## config.mk

```make
export PLATFORM = sky130hd
export DESIGN_NAME = nibble_serial_adder
export DESIGN_NICKNAME = d
export VERILOG_FILES = /design/src/rtl/nibble_serial_pkg.sv /design/src/rtl/rca4.sv /design/src/rtl/nibble_serial_adder.sv
export SDC_FILE = /design/constraint.sdc
export NUM_CORES = 1
export LEC_CHECK = 0
export CORE_ASPECT_RATIO = 0.7
export CORE_MARGIN = 4
export CORE_UTILIZATION = 34
export DETAILED_ROUTE_END_ITERATION = 8
export DONT_BUFFER_PORTS = 1
export PLACE_DENSITY = 0.51
export SETUP_SLACK_MARGIN = 0.3
export SLEW_MARGIN = 30
export SYNTH_ARGS = -nofsm -noshare
export SYNTH_HDL_FRONTEND = slang
export SYNTH_SLANG_ARGS = --single-unit
```

## constraint.sdc

```tcl
create_clock -name clk -period 4.73 [get_ports clk]
set_input_delay 0.946 -clock clk [delete_from_list [all_inputs] [get_ports clk]]
set_output_delay 0.946 -clock clk [all_outputs]
set_load 0.02 [all_outputs]
```

## src/rtl/nibble_serial_pkg.sv

```systemverilog
// Shared types and constants for the nibble-serial adder.
package nibble_serial_pkg;

    localparam int NIBBLE_W = 4;

    typedef enum logic [1:0] {
        ST_IDLE = 2'd0,
        ST_RUN  = 2'd1,
        ST_DONE = 2'd2
    } state_t;

endpackage

```

## src/rtl/rca4.sv

```systemverilog
// 4-bit ripple-carry adder built from a chain of full-adder cells.
module rca4 (
    input  logic [3:0] A,
    input  logic [3:0] B,
    input  logic       Cin,
    output logic [3:0] S,
    output logic       Cout
);

    logic [4:0] c;

    assign c[0] = Cin;

    for (genvar i = 0; i < 4; i++) begin : g_fa
        assign S[i]   = A[i] ^ B[i] ^ c[i];
        assign c[i+1] = (A[i] & B[i]) | (A[i] & c[i]) | (B[i] & c[i]);
    end

    assign Cout = c[4];

endmodule

```

## src/rtl/nibble_serial_adder.sv

```systemverilog
// Serial adder: processes one nibble per cycle through a single 4-bit RCA.
//
// state   | meaning
// --------+--------------------------------------------------------
// ST_IDLE | waiting for operands, in_ready high (outside reset)
// ST_RUN  | one nibble per edge, idx 0 .. NIBBLES-1, busy high
// ST_DONE | result held on S/Cout, out_valid high until out_ready
module nibble_serial_adder
    import nibble_serial_pkg::*;
#(
    parameter int NIBBLES = 4
) (
    input  logic                      clk,
    input  logic                      rst,
    input  logic                      in_valid,
    output logic                      in_ready,
    input  logic [NIBBLE_W*NIBBLES-1:0] A,
    input  logic [NIBBLE_W*NIBBLES-1:0] B,
    input  logic                      Cin,
    output logic                      out_valid,
    input  logic                      out_ready,
    output logic [NIBBLE_W*NIBBLES-1:0] S,
    output logic                      Cout,
    output logic                      busy
);

    localparam int W     = NIBBLE_W * NIBBLES;
    localparam int IDX_W = (NIBBLES > 1) ? $clog2(NIBBLES) : 1;
    localparam logic [IDX_W-1:0] LAST_IDX = IDX_W'(NIBBLES - 1);

    state_t             state;
    state_t             state_nxt;
    logic [IDX_W-1:0]   idx;
    logic               carry;
    logic [W-1:0]       a_q;
    logic [W-1:0]       b_q;
    logic [W-1:0]       s_q;
    logic               cout_q;
    logic [NIBBLE_W-1:0] nib_a;
    logic [NIBBLE_W-1:0] nib_b;
    logic [NIBBLE_W-1:0] nib_s;
    logic               nib_c;
    logic               accept;
    logic               last;

    assign in_ready  = (state == ST_IDLE) && !rst;
    assign out_valid = (state == ST_DONE);
    assign busy      = (state == ST_RUN);
    assign S         = s_q;
    assign Cout      = cout_q;

    assign accept = in_valid && in_ready;
    assign last   = (idx == LAST_IDX);

    assign nib_a = a_q[int'(idx)*NIBBLE_W +: NIBBLE_W];
    assign nib_b = b_q[int'(idx)*NIBBLE_W +: NIBBLE_W];

    rca4 u_rca4 (
        .A    (nib_a),
        .B    (nib_b),
        .Cin  (carry),
        .S    (nib_s),
        .Cout (nib_c)
    );

    // State register; reset overrides any in-flight or pending operation.
    always_ff @(posedge clk) begin
        if (rst) state <= ST_IDLE;
        else     state <= state_nxt;
    end

    // Next-state decode.
    always_comb begin
        state_nxt = state;
        case (state)
            ST_IDLE: if (accept)    state_nxt = ST_RUN;
            ST_RUN:  if (last)      state_nxt = ST_DONE;
            ST_DONE: if (out_ready) state_nxt = ST_IDLE;
            default:                state_nxt = ST_IDLE;
        endcase
    end

    // Datapath: latch operands on accept, then fold one nibble per RUN edge.
    always_ff @(posedge clk) begin
        if (rst) begin
            idx    <= '0;
            carry  <= 1'b0;
            a_q    <= '0;
            b_q    <= '0;
            s_q    <= '0;
            cout_q <= 1'b0;
        end else if (accept) begin
            a_q   <= A;
            b_q   <= B;
            carry <= Cin;
            idx   <= '0;
            s_q   <= '0;
        end else if (state == ST_RUN) begin
            s_q[int'(idx)*NIBBLE_W +: NIBBLE_W] <= nib_s;
            carry <= nib_c;
            if (last) begin
                idx    <= '0;
                cout_q <= nib_c;
            end else begin
                idx <= idx + 1'b1;
            end
        end
    end

endmodule

```

======== Word-level counts from Yosys, hierarchy flattened ========
Cells that the tools add are included.
storage, ports and cells
  input port bits ......................... 37
  logic and storage cells ................. 64
  flip-flop bits (word level) ............. 54
  output and inout bits ................... 20
operators by class
  $add $sub $neg .......................... 2
  bitwise operators ....................... 29
  reductions and logical operators ........ 8
  equality and inequality tests ........... 6
  muxes and demuxes ....................... 8
  shift operators ......................... 4
operators with widths
  cell                     count
  $neg 4->33               1
  $shift 4x33->16 const A  1
  $shiftx 4x33->16         1
  $shiftx 16x5->4          2
  $bwmux 16                1
  $and 1x1->1              12
  $mux 2                   4
  $or 1x1->1               8
  $xor 1x1->1              8
  $pmux 2 s3               1
  $reduce_and 3->1         2
  $eq 2x2->1 const B       2
  $ne 2x1->1 const B       2
  $add 2x1->2 const B      1
  $eq 2x1->1 const B       1
  $logic_and 1x1->1        2
  $logic_not 2->1          1
  $mux 1                   2
  $ne 2x2->1 const B       1
  $reduce_bool 2->1        1
  $reduce_or 2->1          1
  $logic_not 1->1          1
  $not 1->1                1

======== Logic depth before layout (Yosys ltp) ========
Gate-level depths: netlist of the first run.
  word-level depth ........................ 15
  depth in mapped cells ................... 11
  gate-level depth less buffers ........... 9

======== Modules after synthesis ========
A second synthesis of the first run with hierarchy kept.
second synthesis, totals
  cell total of the unflattened synthesis .. 282
  area total of the unflattened synthesis .. 2512.4 sq um
modules (own cells, without submodules)
  module               seq. area each (sq um)  cells an instance  times used  area an instance (sq um)
  nibble_serial_adder  1081.0                  268                1           2394.8
  rca4                 0.0                     14                 1           117.6

======== Least setup slack after synthesis of the first run ========
No wires, ideal clock.
  path kind ............................... register -> register
  from .................................... register idx[0]
  to ...................................... register s_q[11], in the netlist S[11]
  required time ........................... 4.613 ns
  arrival ................................. 2.774 ns
  setup slack ............................. 1.839 ns
  clock period less this slack ............ 2.891 ns
  setup time .............................. 0.117 ns
  buffers on the path ..................... 2
  stages on the path, launching flop included .. 12
  path through ............................ dfxtp_1 > buf_6 > buf_2 > mux4_2 > fa_1 > inv_1 > fa_1 > fa_1 > inv_1 > fa_1 > a32oi_1 > nor2_1
between the ends
  word-level cells in the longest chain between the ends .. 13
  elaborated cells on any way between the ends .. 29
  classes of those cells .................. add/sub (1); shift (4); mux (1); bitwise (23)
ends and longest elaborated chain
  element                                    line                                                  RTL
  start, declared                            nibble_serial_adder.sv:33                             logic [IDX_W-1:0] idx;
  start signal, assigned                     nibble_serial_adder.sv:105                            idx <= idx + 1'b1;
  $shiftx 16x5->4, on equally long branches  nibble_serial_adder.sv:55, nibble_serial_adder.sv:56
  $and 1x1->1                                rca4.sv:16                                            assign c[i+1] = (A[i] & B[i]) | (A[i] & c[i]) | (B[i] & c[i]);
  $or 1x1->1 (2 in series)                   rca4.sv:16
  $and 1x1->1                                rca4.sv:16
  $or 1x1->1 (2 in series)                   rca4.sv:16
  $and 1x1->1                                rca4.sv:16
  $or 1x1->1 (2 in series)                   rca4.sv:16
  $xor 1x1->1                                rca4.sv:15                                            assign S[i] = A[i] ^ B[i] ^ c[i];
  $shiftx 4x33->16                           nibble_serial_adder.sv:99                             s_q[int'(idx)*NIBBLE_W +: NIBBLE_W] <= nib_s;
  $bwmux 16 (*)                              nibble_serial_adder.sv:99
  end signal, assigned by index              nibble_serial_adder.sv:99
  end, declared                              nibble_serial_adder.sv:37                             logic [W-1:0] s_q;
Mark *: on every way between the ends. The rest lies on a longest branch, timed or not.
A chain may end at the register's enable or synchronous reset.

======== Final worst setup path of the first run ========
Same ends and word-level chain as after synthesis.

==> results of run 1 <==
-- logic make-up (layout without fill, tap and decap cells) --
logic type	Yosys count	after routing	synth area share
simple gates	119	119	0.226
flops	54	54	0.430
compound gates	52	52	0.111
buf+inv	32	21	0.0781
mux	12	12	0.0936
fa+ha+maj	10	10	0.0617
-- per-stage QoR --
| step | instances | total power [mW] |
|---|---|---|
| 2_1_floorplan | 279 | 0.564 |
| 3_3_place_gp | 354 | 0.572 |
| 3_5_place_dp | 354 | 0.572 |
| 4_1_cts | 362 | 0.841 |
| 5_1_grt | 362 | 0.877 |
| 6_report | 362 | 0.835 |
-- routing by layer --
layer  track usage  share of wire
met1         0.215           0.55
met2         0.181           0.38
met3        0.0432          0.064
met4        0.0185         0.0037
met5             0              0
-- report_power, final --
part	internal (mW)	switching [mW]	leakage, nW
Clock	0.107	0.167	0.0483
Combinational	0.0310	0.0451	0.390
Sequential	0.469	0.0155	0.439
Total	0.607	0.227	0.877
-- flip-flops by register name, summed over array words and instances, names as in the netlist --
register / cells
carry: 1
idx: 2
b_q: 16
S: 16
a_q: 16
Cout: 1
state: 2
-- area by class of cell --
class | instances | area [um^2] | area share
clock buffer | 5 | 68.8 | 0.0266
sequential | 54 | 1080 | 0.418
tap | 94 | 118 | 0.0455
timing repair buffer | 2 | 15.0 | 0.00580
clock inverter | 3 | 26.3 | 0.0102
multi-input combinational | 193 | 1240 | 0.478
inverter | 11 | 41.3 | 0.0160
-- how the worst max path moves through the flow --
stage,from,end,slack (ns),cells past startpoint
2_1_floorplan,idx[0],S[11],1.84,11
3_3_place_gp,idx[0],S[11],1.48,9
3_5_place_dp,idx[0],S[11],1.41,9
4_1_cts,idx[0],S[11],1.38,9
5_1_grt,idx[0],S[7],1.48,9
6_report,idx[0],S[11],1.73,9
-- worst max-delay path, delay by kind of cell (launching register included) --
| family | cells | cell delay, ns |
|---|---|---|
| adders and majority gates | 4 | 1.25 |
| DFF | 1 | 0.64 |
| buffers and inverters | 2 | 0.13 |
| AOI/OAI and AO/OA | 1 | 0.21 |
| muxes | 1 | 0.58 |
| and+or+nand+nor | 1 | 0.06 |
-- cell usage in the layout, fill, tap and decap left out --
cell      synthesis  layout
nand3b_1          6       6
nand2b_1          1       1
mux4_2            4       4
nor4b_4           1       1
mux2i_1           4       4
nor2b_1           3       3
clkbuf_8          0       5
nor4bb_1          1       1
dfxtp_2           0       1
mux4_1            4       4
ha_1              6       6
clkinv_4          0       3
or3b_1            2       2
nand2_1          78      78
fa_1              4       4
nand3_1           1       1
or3_1             6       6
and3b_1           1       1
a32oi_1           4       4
or4b_2            0       1
buf_4             0       2
nor2_1            8       8
o21ai_0           1       1
a21oi_1          46      46
nand4_1           6       6
nor3b_1           2       2
dfxtp_1          54      53
a21o_1            1       1
nor3_1            2       2
inv_1            11      11
==> metrics.csv, run 1 <==
metric;value;unit
fin_area;2590;um^2
syn_to_final_growth;2.94;%
synth_commonest_cells;nand2_1, dfxtp_1, a21oi_1, inv_1, buf_6;
cts_hold_buf;0;
gp_congestion;0.769;
die_area;8850;um^2
holdCritPathClass;flip-flop to flip-flop;
crit_top_cell;fa_1;
setup_tns;0;ns
maxCapViolations;0;
ys_async_sr_fraction;0;
cp-end-kind;flip-flop;
yosys_register_bits;54;
dpl-instance-area;2490;um^2
die_width;111;um
worstMarginPinSlew;0.740;ns
drc_errors;0;
setup_ws;1.73;ns
ir_worst_vdd;0.131;mV
status;completed;
cts_max_level;2;
cts_num_sinks;54;
start_util;0.360;
fin_nets;314;
cts_max_path_buffers;2;
grt_pass1_wl;9660;um
drt_wl_total;5900;um
clock_latency;0.31;ns
root_buffer;clkbuf_8;
worst_ep_required_time;4.91;ns
powerDensity;323;nW/um^2
antenna_found_initial;0;
ys_seq_area_frac;0.430;
yosysTopAreaCellShare;0.430;
hpwl;4220;um
hp-start;b_q[7];
r2r_cells;9;
antenna_cells;0;
cts_setup_buffers;0;
r2r_start;idx[0];
grt_use_total;0.137;
finalSetupViolations;0;
drt_iter0_drc;95;
worstSetupStartpointType;flip-flop;
path_max_fanout;21;
clk_pin_slew;0.10;ns
arrival;3.18;ns
period_minus_slack;3.00;ns
core;6980;um^2
cp_cell_sequence;mux4_2 > fa_1 > inv_1 > fa_1 > fa_1 > inv_1 > fa_1 > a32oi_1 > nor2_1;
rrSetupSlack;1.73;ns
syn_area_per_cell;9.01;um^2
ios;57;
grt_pass1_vias;1740;
synth_area_leaders;dfxtp_1, nand2_1, a21oi_1;
finalHoldViolations;0;
yosysUniqueCellTypes;29;
yosysTopAreaCell;dfxtp_1;
crit_slowest_cell;dfxtp_2;
final_max_slew_viol_count;0;
dp_slack;1.41;ns
ys.flop_type;dfxtp_1;
rows;25;
finClkSkew;0.0105;ns
fmax;0.333;GHz
io_buffers;0;
min_path_cells;2;
wl_per_cell;16.3;um
syn_nets;326;
overflow;0;
route.vias.total;1841;
syn_inst;279;
post_cts_resized;0;
hold_slack;0.456;ns
postRouteAntennaNets;0;
r2r_end;S[11];
utilization;0.371;
drive_gt1_frac;0.0634;
p_leak;0.877;nW
rsz0062_at_grt;no;
synth-edff-count;0;
post-synth-top-count-cell;nand2_1;
min_period_over_period;0.635;
critPathKind;flip-flop to flip-flop;
grt_max_degree;40;
maxSlewHeadroom;0.503;
n_fill_cell;744;
first_pass_iters;4;
netlist_area;2510;um^2
vias_per_cell;5.09;
die_y;79.9;um
holdPathEnd;b_q[7];
cts_buffers;5;
yosysWarnings;0;
cts_tree;yes;
critPathMaxStageDelay;0.64;ns
Note: power is estimated with default switching activity, not from simulation.
==> run 2, diff against run 1 <==
Clock period 4.73 ns to 2.9 ns, I/O delays scaled along.
==> metrics.csv, run 2 (synthesis gave the netlist of run 1 again) <==
metric;value;unit;change
status;completed;;
final_common_cell;nand2_1;;
worstSetupStartpointType;flip-flop;;
utilization;0.380;;+0.00897
root_buffer;clkbuf_8;;
wl_per_cell;15.8;um;-3.1%
first_pass_iters;4;;unchanged
dp_slack;0.217;ns;-1.19 ns
overflow;0;;unchanged
grt_max_degree;40;;unchanged
finClkSkew;0.0134;ns;+0.00291 ns
cts_max_level;2;;unchanged
io_buffers;0;;unchanged
crit_slowest_cell;fa_2;;
cts_max_path_buffers;2;;unchanged
holdCritPathClass;input pin to flip-flop;;
drive_gt1_frac;0.0989;;+0.0355
combPwrFrac;0.093;;+0.002
post_cts_resized;2;;+2
drt_wl_total;5800;um;-1.8%
final_cell_mix;nand2_1, dfxtp_1, a21oi_1;;
cts_buffers;5;;unchanged
critPathKind;flip-flop to flip-flop;;
worst_ep_required_time;3.08;ns;-1.83 ns
die_area;8850;um^2;unchanged
period_minus_slack;2.60;ns;-0.404 ns
start_util;0.360;;unchanged
die_width;111;um;unchanged
antenna_cells;0;;unchanged
finalSetupViolations;0;;unchanged
postRouteAntennaNets;0;;unchanged
vias_per_cell;4.98;;-2.0%
die_y;79.9;um;unchanged
cts_hold_buf;0;;unchanged
setup_ws;0.301;ns;-1.43 ns
route.vias.total;1829;;-0.65%
drc_errors;0;;unchanged
powerDensity;537;nW/um^2;+66%
drt_iter0_drc;71;;-25%
critPathMaxStageDelay;0.47;ns;-0.17 ns
worstMarginPinSlew;0.744;ns;+0.00411 ns
cts_tree;yes;;
path_max_fanout;12;;-43%
seq_power_share;0.552;;-0.028
power_frac_clock;0.354;;+0.025
clk_pin_slew;0.10;ns;about the same
setup_tns;0;ns;unchanged
final_max_slew_viol_count;0;;unchanged
rsz0062_at_grt;yes;;
switching_share;0.244;;-0.0281
core;6980;um^2;unchanged
gp_congestion;0.802;;+4.3%
hpwl;4260;um;+0.98%
maxCapViolations;0;;unchanged
arrival;2.78;ns;-0.40 ns
rows;25;;unchanged
cp-end-kind;flip-flop;;
clock_latency;0.30;ns;about the same
cp_cell_sequence;buf_4 > mux4_1 > inv_1 > fa_2 > fa_1 > inv_1 > fa_2 > a32oi_1 > nor2_1;;
p_leak;0.911;nW;+3.8%
fmax;0.385;GHz;+16%
power.internal;1.08;mW;+77%
syn_to_final_growth;5.43;%;
ios;57;;unchanged
grt_pass1_vias;1790;;+2.9%
ir_worst_vdd;0.230;mV;+75%
cts_num_sinks;54;;unchanged
fin_nets;319;;+1.6%
grt_use_total;0.135;;-0.00222
grt_pass1_wl;9460;um;-2.1%
finalHoldViolations;0;;unchanged
min_period_over_period;0.896;;+0.261
cts_setup_buffers;0;;unchanged
maxSlewHeadroom;0.500;;-0.00276
antenna_found_initial;0;;unchanged
p_switching;347;uW;+53%
run 2: cell type report:
class | instances | area [um^2]
clock inverters | 3 | 40.0
well taps | 94 | 118
multi-input cells | 193 | 1240
flip-flops and latches | 54 | 1090
fillers | 715 | 4330
inverters | 11 | 41.3
clock buffers | 5 | 68.8
repair buffers | 7 | 52.6
run 2: path summary, 6_finish.rpt:
| kind | start | end | slack, ns | depth (start not counted) |
|---|---|---|---|---|
| min reg2reg | b_q[6] | b_q[6] | 0.45 | 2 |
| min | rst | state[1] | 0.33 | 1 |
| max | idx[0] | S[11] | 0.30 | 9 |
| max reg2reg | idx[0] | S[11] | 0.30 | 9 |
run 2: power by group through the flow:
stage | logic (mW) | registers, mW | clock network, mW
finish | 0.133 | 0.786 | 0.504
global route | 0.152 | 0.790 | 0.557
CTS | 0.135 | 0.787 | 0.519
detailed placement | 0.134 | 0.804 | 0
global placement | 0.132 | 0.804 | 0
floorplan | 0.130 | 0.793 | 0
run 2: worst max-delay path, delay by kind of cell (launching register included):
family	cells	cell delay (ns)
buffers and inverters	3	0.31
multiplexers	1	0.34
AO/OA/AOI/OAI	1	0.19
adder cells (fa/ha/maj)	3	1.21
AND/OR/NAND/NOR	1	0.06
flip-flops	1	0.37
run 2: metal layers:
metal	global-route usage	wire length, um
met2	0.193	2490
met3	0.0561	424
met1	0.188	2850
met5	0	0
met4	0.0295	24
run 2: per-stage QoR:
| step | power, mW | cells | area [um^2] | hold WS, ns |
|---|---|---|---|---|
| 2_1_floorplan | 0.922 | 279 | 2530 | 0.432 |
| 3_3_place_gp | 0.936 | 358 | 2530 | 0.440 |
| 3_5_place_dp | 0.937 | 358 | 2530 | 0.438 |
| 4_1_cts | 1.44 | 366 | 2640 | 0.321 |
| 5_1_grt | 1.50 | 367 | 2650 | 0.308 |
| 6_report | 1.42 | 367 | 2650 | 0.331 |
==> run 3, diff against run 2 <==
Settings changed: CTS_CLUSTER_SIZE set to 24, SETUP_SLACK_MARGIN 0.3 to unset.
==> metrics.csv, run 3 (synthesis gave the netlist of run 1 again) <==
metric;value;unit;change
die_y;79.9;um;unchanged
startpoint;idx[0];;
ir_worst_vdd;0.230;mV;about the same
dp_slack;0.113;ns;-0.104 ns
clk_pin_slew;0.10;ns;about the same
combPwrFrac;0.087;;-0.006
path_max_fanout;5;;-7
overflow;0;;unchanged
power.internal;1.19;mW;+10%
finalSetupViolations;0;;unchanged
cp_cell_sequence;mux4_2 > fa_1 > inv_1 > fa_1 > fa_1 > inv_1 > fa_1 > nand4_1 > a21oi_1;;
drc_errors;0;;unchanged
grt_max_degree;40;;unchanged
worst_ep_required_time;3.14;ns;+0.06 ns
hp-start;rst;;
gp_congestion;0.804;;+0.21%
critPathMaxStageDelay;0.58;ns;+0.11 ns
postRouteAntennaNets;0;;unchanged
cts_max_path_buffers;2;;unchanged
ios;57;;unchanged
period_minus_slack;2.70;ns;+0.103 ns
grt_pass1_vias;1871;;+4.5%
fin_nets;318;;-0.31%
regArea;1080;um^2;-0.35%
drive_gt1_frac;0.0772;;-0.0217
final_max_slew_viol_count;0;;unchanged
grt_use_total;0.143;;+0.00839
drt_iter0_drc;70;;-1.4%
first_pass_iters;4;;unchanged
arrival;2.94;ns;+0.16 ns
die_width;111;um;unchanged
route.vias.total;1864;;+1.9%
power_frac_clock;0.401;;+0.047
seq_power_share;0.512;;-0.040
fmax;0.370;GHz;-3.8%
status;completed;;
p_switching;348;uW;+0.22%
rsz0062_at_grt;no;;
cts_num_sinks;54;;unchanged
cp_num_buf_inv;2;;-1
powerDensity;576;nW/um^2;+7.3%
cts_buffers;5;;unchanged
hpwl;4440;um;+4.2%
final_cell_mix;nand2_1, dfxtp_1, a21oi_1;;
switching_share;0.227;;-0.0173
cts_setup_buffers;0;;unchanged
core;6980;um^2;unchanged
syn_to_final_growth;6.02;%;
finalHoldViolations;0;;unchanged
clock_latency;0.30;ns;about the same
drt_wl_total;6030;um;+4.1%
cts_max_level;2;;unchanged
maxCapViolations;0;;unchanged
multi_input_area;1240;um^2;-0.60%
utilization;0.382;;+0.00215
p_leak;0.922;nW;+1.2%
min_period_over_period;0.932;;+0.0357
n_fill_cell;688;;-3.8%
final_common_cell;nand2_1;;
wl_per_cell;16.5;um;+4.3%
finClkSkew;0.00740;ns;-0.00598 ns
cp-end-kind;flip-flop;;
setup_ws;0.197;ns;-0.103 ns
maxSlewHeadroom;0.393;;-0.107
antenna_found_initial;0;;unchanged
worstSetupStartpointType;flip-flop;;
vias_per_cell;5.09;;+2.2%
io_buffers;0;;unchanged
rows;25;;unchanged
grt_pass1_wl;10000;um;+5.8%
hold_slack;0.345;ns;+0.0136 ns
finalPower;1.54;mW;+7.9%
antenna_cells;0;;unchanged
r2r_start;idx[0];;
cts_tree;yes;;
cpLargestDelayFamily;adder cells;;
rrSetupSlack;0.20;ns;-0.10 ns
root_buffer;clkbuf_8;;
start_util;0.360;;unchanged
die_area;8850;um^2;unchanged
holdCritPathClass;input pin to flip-flop;;
crit_top_cell;fa_1;;
setup_tns;0;ns;unchanged
critPathKind;flip-flop to flip-flop;;
worstMarginPinSlew;0.906;ns;+0.162 ns
crit_slowest_cell;fa_1;;
-- run 3: cell type report --
| cell class | count | share of cell area |
|---|---|---|
| Multi-Input combinational cell | 193 | 0.464 |
| Sequential cell | 54 | 0.406 |
| Tap cell | 94 | 0.0441 |
| Clock buffer | 6 | 0.0310 |
| Clock inverter | 2 | 0.0225 |
| Timing Repair Buffer | 6 | 0.0169 |
| Inverter | 11 | 0.0155 |
-- run 3: layer usage --
metal  vias up  GRT usage  share of wire
met5         -          0              0
met4         0     0.0295         0.0091
met3         6     0.0508          0.075
met2        50      0.202           0.40
met1       880      0.208           0.51
li1        928          -              -
-- run 3: worst reg2reg max path: cells and delay by family, from the launching register on --
kind,cells,cell delay [ns]
and+or+nand+nor,1,0.12
buffers and inverters,2,0.13
AOI/OAI and AO/OA,1,0.15
muxes,1,0.53
DFF,1,0.41
adders and majority gates,4,1.32
-- run 3: worst paths after layout --
kind,endpoint,cells after the start
max,S[7],9
min,b_q[12],1
max reg2reg,S[7],9
min reg2reg,b_q[7],2
-- run 3: what timing repair did --
item,CTS,global route
hold buffers,0,0
setup endpoints to repair,0,7
resized for setup,0,1
-- run 3: metrics by stage --
stage,std cells,cell area (um^2)
6_report,366,2670
2_1_floorplan,279,2510
5_1_grt,366,2670
3_5_place_dp,358,2520
3_3_place_gp,358,2520
4_1_cts,366,2660
-- run 3: power by group through the flow --
stage / registers, mW / logic [mW] / clock network (mW)
finish: 0.786 / 0.134 / 0.616
global route: 0.790 / 0.151 / 0.665
CTS: 0.786 / 0.135 / 0.627
detailed placement: 0.803 / 0.135 / 0
global placement: 0.803 / 0.134 / 0
floorplan: 0.792 / 0.127 / 0
